File: src/rtl/mdio_phy_slave.sv
// Clause-22 MDIO responder: decodes management frames sampled on MDC and
// serves reads/writes through a single-cycle register strobe port.
module mdio_phy_slave #(
    parameter int PRE_LEN     = 32,
    parameter int SYNC_STAGES = 2
) (
    input  logic        mclk,
    input  logic        reset_n,
    input  logic [4:0]  phy_addr,
    input  logic        mdc_in,
    input  logic        mdio_in,
    output logic        mdio_out,
    output logic        mdio_oe_n,
    output logic        reg_rd,
    output logic        reg_wr,
    output logic [4:0]  reg_addr,
    output logic [15:0] reg_wdata,
    input  logic [15:0] reg_rdata,
    output logic        busy,
    output logic        frame_err
);

    localparam int PW = $clog2(PRE_LEN + 1);

    typedef enum logic [3:0] {
        IDLE, ST1, OP, PHYAD, REGAD, RD_TA1, RD_TA2, RD_DATA, WR_TA, WR_DATA, SKIP
    } state_t;

    state_t                 state_q, state_d;
    logic [SYNC_STAGES-1:0] mdc_sync_q, mdc_sync_d;
    logic [SYNC_STAGES-1:0] mdio_sync_q, mdio_sync_d;
    logic                   mdc_prev_q;
    logic [PW-1:0]          pre_cnt_q, pre_cnt_d;
    logic [4:0]             bit_cnt_q, bit_cnt_d;
    logic [15:0]            shift_q, shift_d;
    logic                   mdio_out_q, mdio_out_d;
    logic                   mdio_oe_n_q, mdio_oe_n_d;
    logic                   reg_rd_q, reg_rd_d;
    logic                   reg_wr_q, reg_wr_d;
    logic [4:0]             reg_addr_q, reg_addr_d;
    logic [15:0]            reg_wdata_q, reg_wdata_d;
    logic                   busy_q, busy_d;
    logic                   frame_err_q, frame_err_d;

    logic                   mdc_s, mdio_s, mdc_rise, mdc_fall;
    logic [SYNC_STAGES:0]   mdc_chain, mdio_chain;
    logic [4:0]             hdr_phyad, hdr_regad;
    logic [1:0]             hdr_op;

    always_comb begin
        mdc_chain   = {mdc_sync_q, mdc_in};
        mdio_chain  = {mdio_sync_q, mdio_in};
        mdc_sync_d  = mdc_chain[SYNC_STAGES-1:0];
        mdio_sync_d = mdio_chain[SYNC_STAGES-1:0];
        mdc_s       = mdc_sync_q[SYNC_STAGES-1];
        mdio_s      = mdio_sync_q[SYNC_STAGES-1];
        mdc_rise    = mdc_s & ~mdc_prev_q;
        mdc_fall    = ~mdc_s & mdc_prev_q;
    end

    // Header bits accumulate in shift_q; the final REGAD bit comes straight from the pad.
    assign hdr_op    = shift_q[10:9];
    assign hdr_phyad = shift_q[8:4];
    assign hdr_regad = {shift_q[3:0], mdio_s};

    always_comb begin
        state_d     = state_q;
        pre_cnt_d   = '0;
        bit_cnt_d   = bit_cnt_q;
        shift_d     = shift_q;
        mdio_out_d  = mdio_out_q;
        mdio_oe_n_d = mdio_oe_n_q;
        reg_rd_d    = 1'b0;
        reg_wr_d    = 1'b0;
        reg_addr_d  = reg_addr_q;
        reg_wdata_d = reg_wdata_q;
        frame_err_d = 1'b0;

        case (state_q)
            IDLE: begin
                pre_cnt_d = pre_cnt_q;
                if (mdc_rise) begin
                    if (mdio_s) begin
                        if (pre_cnt_q != PW'(PRE_LEN)) pre_cnt_d = pre_cnt_q + 1'b1;
                    end else begin
                        pre_cnt_d = '0;
                        if (pre_cnt_q == PW'(PRE_LEN)) state_d = ST1;
                    end
                end
            end
            ST1: if (mdc_rise) begin
                bit_cnt_d = '0;
                if (mdio_s) begin
                    state_d = OP;
                end else begin
                    frame_err_d = 1'b1;
                    state_d     = IDLE;
                end
            end
            OP, PHYAD: if (mdc_rise) begin
                shift_d   = {shift_q[14:0], mdio_s};
                bit_cnt_d = bit_cnt_q + 5'd1;
                if (state_q == OP && bit_cnt_q == 5'd1) begin
                    state_d   = PHYAD;
                    bit_cnt_d = '0;
                end else if (state_q == PHYAD && bit_cnt_q == 5'd4) begin
                    state_d   = REGAD;
                    bit_cnt_d = '0;
                end
            end
            REGAD: if (mdc_rise) begin
                shift_d   = {shift_q[14:0], mdio_s};
                bit_cnt_d = bit_cnt_q + 5'd1;
                if (bit_cnt_q == 5'd4) begin
                    bit_cnt_d = 5'd18;
                    state_d   = SKIP;
                    if (hdr_phyad == phy_addr) begin
                        case (hdr_op)
                            2'b10: begin
                                state_d    = RD_TA1;
                                reg_addr_d = hdr_regad;
                                reg_rd_d   = 1'b1;
                            end
                            2'b01: begin
                                state_d    = WR_TA;
                                reg_addr_d = hdr_regad;
                                bit_cnt_d  = '0;
                            end
                            default: frame_err_d = 1'b1;
                        endcase
                    end
                end
            end
            RD_TA1: if (mdc_rise) state_d = RD_TA2;
            RD_TA2: begin
                if (mdc_fall) begin
                    mdio_oe_n_d = 1'b0;
                    mdio_out_d  = 1'b0;
                end
                if (mdc_rise) begin
                    state_d   = RD_DATA;
                    bit_cnt_d = '0;
                end
            end
            RD_DATA: if (mdc_fall) begin
                if (bit_cnt_q == 5'd16) begin
                    mdio_oe_n_d = 1'b1;
                    mdio_out_d  = 1'b0;
                    state_d     = IDLE;
                end else begin
                    mdio_out_d = shift_q[15];
                    shift_d    = {shift_q[14:0], 1'b0};
                    bit_cnt_d  = bit_cnt_q + 5'd1;
                end
            end
            WR_TA: if (mdc_rise) begin
                bit_cnt_d = bit_cnt_q + 5'd1;
                if (bit_cnt_q == 5'd1) begin
                    state_d   = WR_DATA;
                    bit_cnt_d = '0;
                end
            end
            WR_DATA: if (mdc_rise) begin
                shift_d   = {shift_q[14:0], mdio_s};
                bit_cnt_d = bit_cnt_q + 5'd1;
                if (bit_cnt_q == 5'd15) begin
                    reg_wdata_d = {shift_q[14:0], mdio_s};
                    reg_wr_d    = 1'b1;
                    state_d     = IDLE;
                end
            end
            SKIP: if (mdc_rise) begin
                bit_cnt_d = bit_cnt_q - 5'd1;
                if (bit_cnt_q == 5'd1) state_d = IDLE;
            end
            default: state_d = IDLE;
        endcase

        // Read data is captured in the strobe cycle so the register port has a full cycle to respond.
        if (reg_rd_q) shift_d = reg_rdata;

        busy_d = (state_d != IDLE) && (state_d != ST1);
    end

    always_ff @(posedge mclk or negedge reset_n) begin
        if (!reset_n) begin
            state_q     <= IDLE;
            mdc_sync_q  <= '0;
            mdio_sync_q <= '0;
            mdc_prev_q  <= 1'b0;
            pre_cnt_q   <= '0;
            bit_cnt_q   <= '0;
            shift_q     <= '0;
            mdio_out_q  <= 1'b0;
            mdio_oe_n_q <= 1'b1;
            reg_rd_q    <= 1'b0;
            reg_wr_q    <= 1'b0;
            reg_addr_q  <= '0;
            reg_wdata_q <= '0;
            busy_q      <= 1'b0;
            frame_err_q <= 1'b0;
        end else begin
            state_q     <= state_d;
            mdc_sync_q  <= mdc_sync_d;
            mdio_sync_q <= mdio_sync_d;
            mdc_prev_q  <= mdc_s;
            pre_cnt_q   <= pre_cnt_d;
            bit_cnt_q   <= bit_cnt_d;
            shift_q     <= shift_d;
            mdio_out_q  <= mdio_out_d;
            mdio_oe_n_q <= mdio_oe_n_d;
            reg_rd_q    <= reg_rd_d;
            reg_wr_q    <= reg_wr_d;
            reg_addr_q  <= reg_addr_d;
            reg_wdata_q <= reg_wdata_d;
            busy_q      <= busy_d;
            frame_err_q <= frame_err_d;
        end
    end

    assign mdio_out  = mdio_out_q;
    assign mdio_oe_n = mdio_oe_n_q;
    assign reg_rd    = reg_rd_q;
    assign reg_wr    = reg_wr_q;
    assign reg_addr  = reg_addr_q;
    assign reg_wdata = reg_wdata_q;
    assign busy      = busy_q;
    assign frame_err = frame_err_q;

endmodule

File: config.mk
export PLATFORM = sky130hd
export DESIGN_NAME = mdio_phy_slave
export DESIGN_NICKNAME = d
export VERILOG_FILES = /design/src/rtl/mdio_phy_slave.sv
export SDC_FILE = /design/constraint.sdc
export NUM_CORES = 1
export LEC_CHECK = 0
export BUFFER_PORTS_ARGS = -buffer_cell sky130_fd_sc_hd__buf_2
export CORE_MARGIN = 2
export CORE_UTILIZATION = 30
export DETAILED_ROUTE_END_ITERATION = 12
export SYNTH_ARGS = -nofsm -noshare
export SYNTH_HDL_FRONTEND = slang
export SYNTH_SLANG_ARGS = --single-unit
File: constraint.sdc
create_clock -name mclk -period 2.2 [get_ports mclk]
set_input_delay 0.11 -clock mclk [delete_from_list [all_inputs] [get_ports mclk]]
set_output_delay 0.11 -clock mclk [all_outputs]
set_load 0.005 [all_outputs]
; ---- After elaboration in Yosys (flattened, before gate mapping)
; Cells that the tools add are included.
[totals]
ff_bits = 63
inputBits = 25
out_inout_bits = 27
[op_classes]
addsub = 3
eq_ne = 35
n_mux = 69
bitwise_logic = 4
reduce_logical = 19
[ops]
columns = cell, count
row1 = $mux 4, 20
row2 = $mux 5, 14
row3 = $mux 16, 4
row4 = $pmux 4 s10, 1
row5 = $pmux 5 s7, 1
row6 = $pmux 16 s2, 1
row7 = $mux 6, 4
row8 = $ne 2x2->1 const B, 10
row9 = $mux 1, 19
row10 = $eq 4x3->1 const B, 4
row11 = $eq 4x4->1 const B, 3
row12 = $ne 3x3->1 const B, 3
row13 = $reduce_and 9->1, 1
row14 = $eq 4x2->1 const B, 2
row15 = $pmux 4 s2, 1
row16 = $reduce_and 4->1, 2
row17 = $reduce_bool 7->1, 1
row18 = $add 6x1->6 const B, 1
row19 = $eq 6x6->1 const B, 1
row20 = $ne 6x6->1 const B, 1
row21 = $pmux 1 s2, 3
row22 = $reduce_and 3->1, 2
row23 = $reduce_or 2->1, 3
row24 = $add 5x1->5 const B, 1
row25 = 23 further kinds, 27

; ---- Logic depth before layout (Yosys ltp)
[depth]
ltp_word = 8
depth_mapped = 9

; ---- Least setup slack after synthesis
; OpenSTA, ideal clock, no wires.
[synth_path]
path_kind = reg2reg
from = register bit_cnt_q[1]
to = register busy_q (netlist: busy)
t_arrival_ns = 2.266
t_required_ns = 2.061
setup_slack_ns = -0.204
stages_incl_launch_ff = 9
period_less_slack_ns = 2.404
path_cell_list = dfrtp_1 > inv_1 > ha_1 > or4b_4 > buf_6 > nor2_4 > o21ai_1 > or4_4 > or4b_4
[synth_via]
elab_chain_cells = 8
word_cells_on_any_way = 23
classes_between = 5 x eq/ne / 14 x mux / 4 x reduce/logical
[synth_lines]
columns = element, line_no
row1 = "start, declared", 34  ; logic [4:0] bit_cnt_q, bit_cnt_d;
row2 = "start signal, assigned", 208  ; bit_cnt_q <= bit_cnt_d;
row3 = $eq 5x3->1, "106, 114"
row4 = $logic_and 1x1->1, 106  ; end else if (state_q == PHYAD && bit_cnt_q == 5'd4) begin
row5 = $mux 4, 106
row6 = $mux 4, 103  ; if (state_q == OP && bit_cnt_q == 5'd1) begin
row7 = $mux 4, 100  ; OP, PHYAD: if (mdc_rise) begin
row8 = $pmux 4 s10 *, 79  ; case (state_q)
row9 = named net state_d[1], 29  ; state_t state_q, state_d;
row10 = $ne 4x1->1 or $reduce_bool 4->1 (tied branches), 182  ; busy_d = (state_d != IDLE) && (state_d != ST1);
row11 = $logic_and 1x1->1 *, 182
row12 = named net busy_d, 42  ; logic busy_q, busy_d;
row13 = "end signal, assigned", 216  ; busy_q <= busy_d;
row14 = "end, declared", 42
; The timed path passes the listed nets; every way through them passes the cells marked *.
; A chain may end at the register's enable or synchronous reset.

; ---- Worst setup path after layout
; Ends and elaborated chain as after synthesis.

==> results by group <==
Yosys
  • Post-synthesis compound-gate area fraction: 16.0%
  • Top-count cell post-synth: dfrtp_1
  • Cell variety after synth: 67
  • Commonest cells post-synth: dfrtp_1, a21oi_1, nand2_1
  • Post-synthesis average cell area: 9.54 um^2
  • Largest family of logic cells by synthesized area: simple AND/OR/NAND/NOR gates
  • Asr flop ratio synth: 100%
  • Ys flop type: dfrtp_1
  • Synth Area in Adders: 3.28%
  • Sequential element share of the synthesized area: 46.0%
  • Post-synth EDFFs: 0
  • Synth Register Bits: 63
  • Post-synthesis mux area share: 6.20%
  • Synth Area in XOR/XNOR: 1.28%
  • Cell count after synthesis: 360
  • Simple-gate share of the synthesized area: 22.4%
  • Synth top area cells: dfrtp_1, a21oi_1, mux2_2
  • Synth Warn #: 0
  • Post-synth top area cell: dfrtp_1
  • Post-synth top area share: 45.2%
  • Mapped Nets: 394
  • Mapped cell area: 3430 um^2

Timing
  • Max-slew headroom: 52.8%
  • Max Freq: 434 MHz
  • Tmin final: 2.31 ns
  • Slew @ Worst Pin: 0.703 ns
  • Setup ws final: -0.105 ns
  • Worst hold slack: 0.0179 ns
  • Endpoints failing hold: 0
  • Final slew viol count: 0
  • RSZ-0062 raised after global routing: true
  • Final period utilization: 105%
  • Skew final: 0.00700 ns
  • Final number of setup-violating endpoints: 2

Setup path
  • Critical path data arrival time: 2.51 ns
  • Worst setup EP type: flip-flop
  • Crit Path Class: flip-flop to flip-flop
  • CP Max Fanout: 3
  • CP Launch Type: flip-flop
  • Data required, critical path: 2.41 ns

CTS
  • Root buf cell: clkbuf_16
  • H-tree depth: 3
  • Skew-Pair Late Insertion Delay: 0.33 ns
  • CTS max path bufs: 2
  • Sink Count: 63
  • CTS buffer count: 9
  • Clock transition at path regs: 0.05 ns
  • CTS tree: yes

Floorplanning
  • Total die area: 12,300 um^2
  • # IOs: 52
  • Std-Cell Rows: 39
  • Core area: 11,300 um^2
  • Chip height: 111 um
  • Starting density of the core: 30.5%
  • Die width: 111 um

GRT
  • Global Route Usage Sum: 14.8%
  • Initial antenna violation count: 0
  • Vias in the first global route: 2,979
  • First-pass GRT wire length: 14,600 um
  • Largest net degree at the start of global routing: 38
  • Total gr overflow: 0

Route
  • Antenna Violating Nets Remaining: 0
  • Wirelength per Cell: 14.9 um
  • Number of remaining DRC errors: 0
  • Mean number of vias per cell: 5.03
  • Via count of the routed design: 2,990
  • Post-Route WL: 8830 um
  • First DRT Iteration DRCs: 94
  • Router iterations before antenna repair: 4

Placement
  • Gp weighted congestion: 0.926
  • HPWL Detailed: 6430 um
  • Number of port buffers: 51
  • Pre-CTS setup slack: -0.125 ns
  • Placed cells: 571

Finish
  • Util after Layout: 39.8%
  • Share of post-route cells with drive strength above 1: 31.7%
  • # fillers: 1,108
  • Antenna fix cells: 0
  • Finished Layout Cells: 594
  • Area growth syn-to-layout: 30.7%
  • Final #Nets: 480

Flow run
  • Max-cap violations: 0

Pwr
  • PwrDens: 991 nW/um^2
  • Peak VDD IR: 0.507 mV
  • Leakage: 2.06 nW
  • Overall power: 0.00445 W

Status
  • Violated checks: setup timing
  • Outcome: complete, but fails checks

Min path
  • Worst Hold Class: input pin to flip-flop
## routing by layer
layer	vias up	share of wire (%)	track usage, %
li1	1469	-	-
met1	1441	46	18.8
met2	65	48	23.4
met3	15	3.5	3.28
met4	0	2.1	8.08
met5	-	0	0
## placed cells by master (no fill, tap or decap), types with 3 or more instances in the layout
master         instances
a21oi_1               43
buf_12                 3
buf_2                 51
buf_4                 40
clkbuf_1               3
clkbuf_16             10
clkinv_2               3
dfrtp_1               61
dlygate4sd3_1          3
ha_1                   5
inv_1                 14
mux2_2                17
nand2_1               36
nand2b_1               6
nand3_1               14
nor2_1                18
nor2b_1               18
nor3_1                 8
nor4_1                 5
o211ai_1               3
o21ai_0               11
o21ai_1                5
o31ai_1                3
xnor2_1                5
## cell type report
class | count | area (um^2) | share of cell area, %
inverters | 16 | 60.1 | 1.34
well taps | 143 | 179 | 3.99
clock inverters | 4 | 22.5 | 0.502
clock buffers | 12 | 236 | 5.27
flip-flops and latches | 63 | 1580 | 35.2
repair buffers | 98 | 671 | 14.9
multi-input cells | 258 | 1740 | 38.8
## worst paths after layout
check                                          from                       end  slack [ns]  cells past startpoint
max                        bit_cnt_q[1]$_DFFE_PN0P_            busy$_DFF_PN0_       -0.11                      7
min reg2reg                mdio_sync_q[0]$_DFF_PN0_  mdio_sync_q[1]$_DFF_PN0_        0.35                      0
max reg2reg                bit_cnt_q[1]$_DFFE_PN0P_            busy$_DFF_PN0_       -0.11                      7
min                                    reg_rdata[0]    shift_q[0]$_DFFE_PN0P_        0.02                      3
max in group asynchronous                   reset_n     mdio_oe_n$_DFFE_PN1P_        1.17                      3
min in group asynchronous                   reset_n   shift_q[12]$_DFFE_PN0P_        0.33                      2
## stage by stage
step | setup TNS, ns | instance area, um^2
floorplan | -0.183 | 3430
global placement | -0.0917 | 4100
detailed placement | -0.125 | 4100
CTS | -0.110 | 4410
global route | -0.716 | 4490
finish | -0.120 | 4490
## flip-flops by register name (all words and copies together), names as in the netlist, 2 cells and up
| signal | flops |
|---|---|
| pre_cnt_q | 6 |
| shift_q | 16 |
| mdio_sync_q | 2 |
| bit_cnt_q | 5 |
| reg_wdata | 16 |
| reg_addr | 5 |
| mdc_sync_q | 2 |
| state_q | 4 |
## kinds of logic (layout without fill, tap and decap cells)
kind of cell | Yosys count | after routing
flip-flops | 63 | 63
AND/OR/NAND/NOR | 136 | 136
buffers and inverters | 39 | 130
AO/OA/AOI/OAI | 89 | 89
adder cells (fa/ha/maj) | 9 | 9
multiplexers | 19 | 19
XOR/XNOR | 5 | 5
## where the power goes
group / switching (W) / internal [W]
clock network: 0.000491 / 0.000755
logic: 0.000827 / 0.000788
registers: 0.000234 / 0.00136
total: 0.00155 / 0.00290
## worst max-delay path, stage by stage (launching register included)
cell	delay [ns]
dfrtp_1	0.38
inv_2	0.10
ha_4	0.13
or4b_4	0.47
nor2_4	0.09
o21ai_1	0.07
or4_4	0.42
or4b_4	0.51
## repair_timing
| action | in CTS | in global routing |
|---|---|---|
| hold buffers | 3 | 0 |
| pin swaps | 1 | 1 |
| endpoints found under the setup margin | 1 | 31 |
| cloned | 0 | 1 |
| gates resized for setup | 2 | 11 |
| endpoints found under the hold margin | 28 | 0 |
| buffers inserted | 1 | 2 |
Power figures use the tool's default switching activity.
